File: src/rtl/pll_reconfig_ctrl_pkg.sv
// Shared types and constants for the PLL reconfiguration controller.
package pll_ctrl_pkg;

  localparam int PLL_DIV_W    = 7;
  localparam int PLL_MAX_OUT  = 7;
  localparam int RELOCK_CNT_W = 8;

  typedef enum logic [2:0] {
    ASSERT_RST,
    WAIT_LOCK,
    RELEASE,
    RUN,
    ERROR
  } pll_state_e;

  // Saturating increment for the lock-loss event counter
  function automatic logic [RELOCK_CNT_W-1:0] relock_inc(input logic [RELOCK_CNT_W-1:0] v);
    return (v == '1) ? v : v + 1'b1;
  endfunction

endpackage

File: src/rtl/pll_reconfig_ctrl_lock_filter.sv
// PLL LOCK synchroniser and debounce: 2-FF sync followed by a saturating
// run-length counter; lock_ok once LOCK_FILT consecutive synced-high cycles seen.
module pll_lock_filter #(
  parameter int LOCK_FILT = 16
) (
  input  logic clk,
  input  logic rst_n,
  input  logic pll_lock,
  output logic lock_sync,
  output logic lock_ok
);

  localparam int CNT_W = $clog2(LOCK_FILT + 1);

  logic             r_meta;
  logic             r_sync;
  logic [CNT_W-1:0] r_cnt;

  // Synchronise raw LOCK and count consecutive high cycles, saturating
  always_ff @(posedge clk or negedge rst_n) begin
    if (!rst_n) begin
      r_meta <= 1'b0;
      r_sync <= 1'b0;
      r_cnt  <= '0;
    end else begin
      r_meta <= pll_lock;
      r_sync <= r_meta;
      if (!r_sync)
        r_cnt <= '0;
      else if (r_cnt != CNT_W'(LOCK_FILT))
        r_cnt <= r_cnt + 1'b1;
    end
  end

  assign lock_sync = r_sync;
  assign lock_ok   = (r_cnt == CNT_W'(LOCK_FILT));

endmodule

File: src/rtl/pll_reconfig_ctrl.sv
// Run-time controller for a Gowin PLL with dynamic output dividers: drives
// ODSEL/RESET, filters LOCK, accepts divider sets over valid/ready and
// sequences per-domain resets.
// Optional feature macro PLL_AUTO_RELOCK_EN: lock loss in RUN restarts the
// PLL with the current dividers instead of parking in ERROR.
module pll_reconfig_ctrl
  import pll_ctrl_pkg::*;
#(
  parameter int NUM_OUT   = 2,
  parameter int DIV_W     = PLL_DIV_W,
  parameter logic [NUM_OUT-1:0][DIV_W-1:0] DEF_DIV = {7'd14, 7'd70},
  parameter int RST_HOLD  = 8,
  parameter int LOCK_FILT = 16,
  parameter int LOCK_TMO  = 65535,
  parameter int MAX_RETRY = 3,
  parameter int REL_GAP   = 4
) (
  input  logic                     clk,
  input  logic                     rst_n,
  input  logic                     cfg_valid,
  output logic                     cfg_ready,
  input  logic [NUM_OUT*DIV_W-1:0] cfg_div,
  output logic                     pll_reset,
  output logic [NUM_OUT*DIV_W-1:0] pll_odsel,
  input  logic                     pll_lock,
  output logic [NUM_OUT-1:0]       domain_rst_n,
  output logic                     locked,
  output logic                     err,
  output logic [RELOCK_CNT_W-1:0]  relock_cnt
);

  localparam int REL_SPAN = REL_GAP * (NUM_OUT - 1);
  localparam int CNT_MAX  = (LOCK_TMO > RST_HOLD)
                          ? ((LOCK_TMO > REL_SPAN) ? LOCK_TMO : REL_SPAN)
                          : ((RST_HOLD > REL_SPAN) ? RST_HOLD : REL_SPAN);
  localparam int CNT_W    = $clog2(CNT_MAX + 1);
  localparam int RTY_W    = $clog2(MAX_RETRY + 1);

  pll_state_e                    r_state;
  logic [CNT_W-1:0]              r_cnt;
  logic [RTY_W-1:0]              r_retry;
  logic                          r_pll_reset;
  logic [NUM_OUT-1:0][DIV_W-1:0] r_odsel;
  logic [NUM_OUT-1:0]            r_dom;
  logic                          r_cfg_ready;
  logic                          r_locked;
  logic                          r_err;
  logic [RELOCK_CNT_W-1:0]       r_relock;

  logic                          w_lock_sync;
  logic                          w_lock_ok;
  logic                          w_accept;
  logic [NUM_OUT-1:0][DIV_W-1:0] w_cfg_div;

  pll_lock_filter #(
    .LOCK_FILT (LOCK_FILT)
  ) u_lock_filter (
    .clk       (clk),
    .rst_n     (rst_n),
    .pll_lock  (pll_lock),
    .lock_sync (w_lock_sync),
    .lock_ok   (w_lock_ok)
  );

  assign w_accept = cfg_valid && r_cfg_ready && (r_state == RUN || r_state == ERROR);

  // Unpack requested dividers, forcing a zero divider up to 1
  always_comb begin
    w_cfg_div = '0;
    for (int unsigned i = 0; i < NUM_OUT; i++) begin
      w_cfg_div[i] = (cfg_div[i*DIV_W +: DIV_W] == '0) ? DIV_W'(1) : cfg_div[i*DIV_W +: DIV_W];
    end
  end

  // Control FSM: reset hold, lock wait with retries, staged domain release, run
  always_ff @(posedge clk or negedge rst_n) begin
    if (!rst_n) begin
      r_state     <= ASSERT_RST;
      r_cnt       <= '0;
      r_retry     <= '0;
      r_pll_reset <= 1'b1;
      r_odsel     <= DEF_DIV;
      r_dom       <= '0;
      r_cfg_ready <= 1'b0;
      r_locked    <= 1'b0;
      r_err       <= 1'b0;
      r_relock    <= '0;
    end else if (w_accept) begin
      // Accept takes priority over a coincident lock loss, so relock_cnt is untouched
      r_state     <= ASSERT_RST;
      r_cnt       <= '0;
      r_retry     <= '0;
      r_pll_reset <= 1'b1;
      r_odsel     <= w_cfg_div;
      r_dom       <= '0;
      r_cfg_ready <= 1'b0;
      r_locked    <= 1'b0;
      r_err       <= 1'b0;
    end else begin
      case (r_state)
        ASSERT_RST: begin
          if (r_cnt == CNT_W'(RST_HOLD - 1)) begin
            r_state     <= WAIT_LOCK;
            r_pll_reset <= 1'b0;
            r_cnt       <= '0;
          end else begin
            r_cnt <= r_cnt + 1'b1;
          end
        end
        WAIT_LOCK: begin
          if (w_lock_ok) begin
            r_state <= RELEASE;
            r_retry <= '0;
            r_cnt   <= '0;
          end else if (r_cnt == CNT_W'(LOCK_TMO - 1)) begin
            r_cnt       <= '0;
            r_retry     <= r_retry + 1'b1;
            r_pll_reset <= 1'b1;
            if (r_retry == RTY_W'(MAX_RETRY - 1)) begin
              r_state     <= ERROR;
              r_err       <= 1'b1;
              r_cfg_ready <= 1'b1;
            end else begin
              r_state <= ASSERT_RST;
            end
          end else begin
            r_cnt <= r_cnt + 1'b1;
          end
        end
        RELEASE: begin
          if (!w_lock_sync) begin
            r_state     <= ASSERT_RST;
            r_pll_reset <= 1'b1;
            r_dom       <= '0;
            r_cnt       <= '0;
          end else begin
            for (int unsigned i = 0; i < NUM_OUT; i++) begin
              if (r_cnt == CNT_W'(REL_GAP * i))
                r_dom[i] <= 1'b1;
            end
            if (r_cnt == CNT_W'(REL_SPAN)) begin
              r_state     <= RUN;
              r_locked    <= 1'b1;
              r_cfg_ready <= 1'b1;
              r_cnt       <= '0;
            end else begin
              r_cnt <= r_cnt + 1'b1;
            end
          end
        end
        RUN: begin
          if (!w_lock_sync) begin
            r_dom       <= '0;
            r_locked    <= 1'b0;
            r_relock    <= relock_inc(r_relock);
            r_pll_reset <= 1'b1;
            r_cnt       <= '0;
`ifdef PLL_AUTO_RELOCK_EN
            r_state     <= ASSERT_RST;
            r_cfg_ready <= 1'b0;
`else
            r_state     <= ERROR;
            r_err       <= 1'b1;
`endif
          end
        end
        ERROR: begin
          r_pll_reset <= 1'b1;
          r_dom       <= '0;
        end
        default: begin
          r_state     <= ASSERT_RST;
          r_pll_reset <= 1'b1;
          r_cnt       <= '0;
        end
      endcase
    end
  end

  assign cfg_ready    = r_cfg_ready;
  assign pll_reset    = r_pll_reset;
  assign pll_odsel    = r_odsel;
  assign domain_rst_n = r_dom;
  assign locked       = r_locked;
  assign err          = r_err;
  assign relock_cnt   = r_relock;

endmodule

File: config.mk
export PLATFORM = sky130hd
export DESIGN_NAME = pll_reconfig_ctrl
export DESIGN_NICKNAME = d
export VERILOG_FILES = /design/src/rtl/pll_reconfig_ctrl_pkg.sv /design/src/rtl/pll_reconfig_ctrl_lock_filter.sv /design/src/rtl/pll_reconfig_ctrl.sv
export SDC_FILE = /design/constraint.sdc
export NUM_CORES = 1
export LEC_CHECK = 0
export ABC_AREA = 1
export BUFFER_PORTS_ARGS = -buffer_cell sky130_fd_sc_hd__buf_2
export CAP_MARGIN = 10
export CORE_MARGIN = 2
export CORE_UTILIZATION = 48
export CTS_CLUSTER_SIZE = 30
export DETAILED_ROUTE_END_ITERATION = 6
export PLACE_DENSITY = 0.73
export SLEW_MARGIN = 0
export SYNTH_ARGS = -nofsm -noshare
export SYNTH_HDL_FRONTEND = slang
export SYNTH_SLANG_ARGS = --single-unit
File: constraint.sdc
create_clock -name clk -period 3.6 [get_ports clk]
set_input_delay 0.54 -clock clk [delete_from_list [all_inputs] [get_ports clk]]
set_output_delay 0.54 -clock clk [all_outputs]
set_load 0.01 [all_outputs]
Yosys cells after proc, flatten, opt, wreduce, memory -nomap -nowiden:

Cells that the tools add are included.

* logic and storage cells: 118
* output and inout bits: 28
* register bits after elaboration: 56
* input bits: 18

* add/sub/neg operators: 4
* multiplexer cells: 48
* eq/ne operators: 24
* reduce and logical (&&, ||, !) cells: 24
* bitwise gates (word level): 3

Operator list (count)
* 2-to-1 mux 16 bit: 7
* case mux 16 bit (5 select lines): 1
* == test 16 x 3 -> 1 bit (second input constant): 2
* 2-to-1 mux 3 bit: 8
* inequality test 3 bit (second input constant): 7
* adder 16 x 1 -> 16 bit (second input constant): 1
* == test 16 bit (second input constant): 1
* logical NOT 16 bit: 1
* 2-to-1 mux 1 bit: 15
* case mux 3 bit (5 select lines): 1
* logical NOT 7 bit: 2
* 2-to-1 mux 2 bit: 7
* 2-to-1 mux 7 bit: 2
* AND reduction 4 bit: 3
* nonzero test 3 bit: 4
* 2-to-1 mux 5 bit: 2
* AND reduction 5 bit: 2
* adder 8 x 1 -> 8 bit (second input constant): 1
* == test 8 bit (second input constant): 1
* inequality test 4 bit (second input constant): 2
* == test 3 x 2 -> 1 bit (second input constant): 2
* case mux 1 bit (2 select lines): 3
* case mux 2 bit (3 select lines): 1
* AND reduction 3 bit: 2
* 20 further kinds: 25

Depth between registers and ports, before layout:

* word-level depth: 6
* mapped depth: 12
* depth with buffers taken out: 11

Hierarchy:

From an unflattened synthesis, not the netlist that was laid out.

* cells, all modules: 444
* area, all modules: 3225.6 µm²

By module, submodules not included
* pll_reconfig_ctrl: times used 1, area each 2897.8 µm², cells each 406, sequential area each 1234.9 µm²
* pll_lock_filter: times used 1, area each 327.8 µm², cells each 38, sequential area each 175.2 µm²

Worst setup path before layout:

OpenSTA, ideal clock, no wires.

* kind: register to register
* start point: register r_cnt[0]
* end point: register r_err, in the netlist err
* path slack: 2.128 ns
* buffers on the path: 0
* data arrival time: 1.408 ns
* cell stages (with the launch flop): 11
* period minus slack after synthesis: 1.472 ns
* setup time: 0.064 ns
* required time: 3.536 ns
* path through: dfrtp_1 > inv_1 > ha_1 > nand2_1 > nor2_1 > nand3_1 > nor2_2 > nor2_2 > nor2_8 > nand3_4 > nand2_2

* cells in the longest elaborated chain, start to end: 3

Ends and longest elaborated chain
* start: declaration: RTL line pll_reconfig_ctrl.sv:40 `logic [CNT_W-1:0] r_cnt;`
* start signal: assignment: RTL line pll_reconfig_ctrl.sv:107 `r_cnt <= r_cnt + 1'b1;`
* start signal: assignment: RTL line pll_reconfig_ctrl.sv:127 `r_cnt <= r_cnt + 1'b1;`
* start signal: assignment: RTL line pll_reconfig_ctrl.sv:147 `r_cnt <= r_cnt + 1'b1;`
* == test 16 bit: RTL line pll_reconfig_ctrl.sv:115 `end else if (r_cnt == CNT_W'(LOCK_TMO - 1)) begin`
* inequality test 3 bit (no source line)
* AND reduction 5 bit (no source line)
* end signal: assignment: RTL line pll_reconfig_ctrl.sv:98 `r_err <= 1'b0;`
* end signal: assignment: RTL line pll_reconfig_ctrl.sv:121 `r_err <= 1'b1;`
* end signal: assignment: RTL line pll_reconfig_ctrl.sv:163 `r_err <= 1'b1;`
* end: declaration: RTL line pll_reconfig_ctrl.sv:47 `logic r_err;`

Every way passes these cells.
A chain may end at the register's enable or synchronous reset.

Worst setup path after layout:

* start point: register r_state[2]
* end point: register r_state[2]

* cells in the longest elaborated chain, start to end: 5
* elaborated cells between the ends (all ways): 15
* those cells by class: 9 x eq/ne; 2 x mux; 4 x reduce/logical

Ends and longest elaborated chain
* start: declaration: RTL line pll_reconfig_ctrl.sv:39 `pll_state_e r_state;`
* start signal: assignment: RTL line pll_reconfig_ctrl.sv:78 `r_state <= ASSERT_RST;`
* start signal: assignment: RTL line pll_reconfig_ctrl.sv:90 `r_state <= ASSERT_RST;`
* start signal: assignment: RTL line pll_reconfig_ctrl.sv:103 `r_state <= WAIT_LOCK;`
* == test 3 x 2 -> 1 bit / == test 3 bit (equally long branches): RTL line pll_reconfig_ctrl.sv:65, pll_reconfig_ctrl.sv:100
* logical OR 1 bit: RTL line pll_reconfig_ctrl.sv:65 `assign w_accept = cfg_valid && r_cfg_ready && (r_state == RUN || r_state == ERROR);`
* logical AND 1 bit: RTL line pll_reconfig_ctrl.sv:65
* inequality test 4 bit (no source line) (tied with other cells)
* AND reduction 5 bit (no source line)

Several ways; a longest one is shown, not always the timed one.

==> qor.yml <==
status: "completed"
ys_warn_count: 0
grtUsageTotal: 0.196
crit_fanout: 23
ys_ff_latch: 56
syn_nets: 444
hpwl_um: 5300
setup_violations: 0
first_iter_violations: 138
vias: 2748
final_common_cell: "nand2_1"
numCtsBuffers: 5
reg2reg_slack_ps: 1870
crit_path_max_incr_delay_ps: 540
p_comb_frac: 0.289
synthTopCellsByArea: "dfrtp_1 37%, nand2_1 16%, dfstp_2 5.6%, nor2_1 4.9%, inv_1 4.1%"
fin_util: 0.549
tightest_slew_ps: 768
arrival_ps: 1940
powerDensity_nw_per_um2: 414
cts_root_buf: "clkbuf_8"
layout-drive-gt1-share: 0.250
io_pins: 46
start_util: 0.493
finalCriticalPeriod_ps: 1730
ys_seq_area_frac: 0.426
leakage_nw: 1.96
antenna_found_initial: 0
rr_startpoint: "r_state[2]$_DFFE_PN0P_"
setup.worst_path.end: "r_state[2]$_DFFE_PN0P_"
vias_per_cell: 5.01
p_int_w: 0.000968
cts_setup_buffers: 0
hold_violations: 0
slew_violations: 0
drv_cap: 0
cts.htree.levels: 2
grt_max_degree: 37
worstRegToRegCells: 7
required_ps: 3810
slowest_stage: "dfrtp_1"
r2r_end: "r_state[2]$_DFFE_PN0P_"
die-width_um: 87.0
path_cells: "inv_2 > nand2_2 > nand3_4 > inv_2 > a21oi_1 > nand3_4 > nand2_1"
final_cell_mix: "137 x nand2_1, 49 x dfrtp_1, 45 x buf_2"
holdCritPathClass: "input pin to asynchronous set/reset pin"
place_inst: 540
fin_crit_sh: 0.481
core_area_um2: 6720
switchingPower_w: 0.000559
slew_headroom: 0.488
fp-row-count: 30
ys_types: 33
gr-total-overflow: 0
cts_tree: "yes"
clk_pin_slew_worst_paths_ps: 100
fin_cells: 548
clockBufferDepth: 2
rsz0062_at_grt: "false"
clockPowerShare: 0.230
swShare: 0.366
fill_cells: 615
drcViolationCount: 0
die_h_um: 87.0
grt_pass1_wl_um: 11800
syn_area_um2: 3310
detail-route-antenna-nets: 0
synth_cells: 419
yosysTopAreaCellShare: 0.371
critical_path_class: "flip-flop to flip-flop"
finalSetupTns_ps: 0
grt_pass1_vias: 2654
end_kind: "flip-flop"
dr.pass1.iters: 4
crit_path_start_kind: "flip-flop"
seq_power_share: 0.480
clkSinkCount: 56
postCtsHoldBufs: 0
drt-total-wl_um: 6820
insertion_delay_ps: 320
synth.largest_area_cell: "dfrtp_1"
ir_drop_mv: 0.204
post_cts_resized: 0
syn_area_per_cell_um2: 7.90
antenna_cells: 0
place.gp.congestion: 0.898
die-area_um2: 7580
io_buffers: 45
syn_to_final_growth_pct: 11.5
clock.fmax_mhz: 578
crit_start: "r_state[2]$_DFFE_PN0P_"
clock_skew_ps: 8.79
routedWlPerCell_um: 12.5
layout.nets: 492
-- kinds of logic after synthesis --
family | count (synthesis) | synth area share
compound gates | 31 | 0.0578
xor+xnor | 17 | 0.0450
fa+ha+maj | 7 | 0.0265
buf+inv | 52 | 0.0673
flops | 56 | 0.426
simple gates | 256 | 0.377
-- state kept, by name, summed over array words and instances (netlist names), 2 cells and up --
| signal | cells |
|---|---|
| u_lock_filter.r_cnt | 5 |
| pll_odsel | 14 |
| relock_cnt | 8 |
| r_state | 3 |
| r_cnt | 16 |
| domain_rst_n | 2 |
| r_retry | 2 |
-- critical path, delay by kind of cell (launching register included) --
| family | cells | cell delay, ps |
|---|---|---|
| AOI/OAI and AO/OA | 1 | 130 |
| buffers and inverters | 2 | 410 |
| and+or+nand+nor | 4 | 540 |
| DFF | 1 | 540 |
-- synth_stat cells (all sizes together) --
cell type and instances:
nand2 148, nor2 60, dfrtp 49, inv 46, nand3 30, o21ai 25
xor2 11, nand4 10, dfstp 7, ha 7, xnor2 6, buf 5
a21oi 4, nor3 4, a31oi 2, nand3b 2, nor4 2, clkinv 1
-- worst min path at each step --
stage / startpoint / to / depth (start not counted)
5_1_grt: pll_lock / u_lock_filter.r_meta$_DFF_PN0_ / 1
3_3_place_gp: u_lock_filter.r_meta$_DFF_PN0_ / u_lock_filter.lock_sync$_DFF_PN0_ / 0
6_report: rst_n / r_cnt[9]$_DFFE_PN0P_ / 1
3_5_place_dp: u_lock_filter.r_meta$_DFF_PN0_ / u_lock_filter.lock_sync$_DFF_PN0_ / 0
2_1_floorplan: rst_n / cfg_ready$_DFFE_PN0P_ / 0
4_1_cts: pll_lock / u_lock_filter.r_meta$_DFF_PN0_ / 1
-- through the flow --
step | setup WS (ps) | hold slack (ps) | instance area (um2) | power, W
2_1_floorplan | 2130 | 244 | 3310 | 0.00108
3_3_place_gp | 1820 | 332 | 3600 | 0.00118
3_5_place_dp | 1790 | 352 | 3600 | 0.00119
4_1_cts | 1870 | 313 | 3690 | 0.00154
5_1_grt | 1720 | 299 | 3690 | 0.00163
6_report | 1870 | 287 | 3690 | 0.00153
-- layer usage --
layer  global-route usage  vias up  wire [um]
met5                    0        -          0
met4               0.0625        0         88
met3               0.0379        8        204
met2                0.331       41       3530
met1                0.252     1286       3000
li1                     -     1413          -
-- layout make-up --
class,count,area (um2),share of cell area
timing repair buffer,46,233,0.0631
multi-input combinational,311,1680,0.455
inverter,47,180,0.0488
clock buffer,6,72.6,0.0197
clock inverter,2,16.3,0.00441
sequential,56,1410,0.382
tap,80,100,0.0271
-- power by group through the flow --
stage / registers [W] / clock network [W] / logic [W]
final: 0.000733 / 0.000351 / 0.000442
after global routing: 0.000743 / 0.000392 / 0.000496
after CTS: 0.000733 / 0.000362 / 0.000446
after detailed placement: 0.000745 / 0 / 0.000443
after global placement: 0.000744 / 0 / 0.000435
after floorplan: 0.000734 / 0 / 0.000345
No activity file was read; power rests on OpenSTA's default activity.
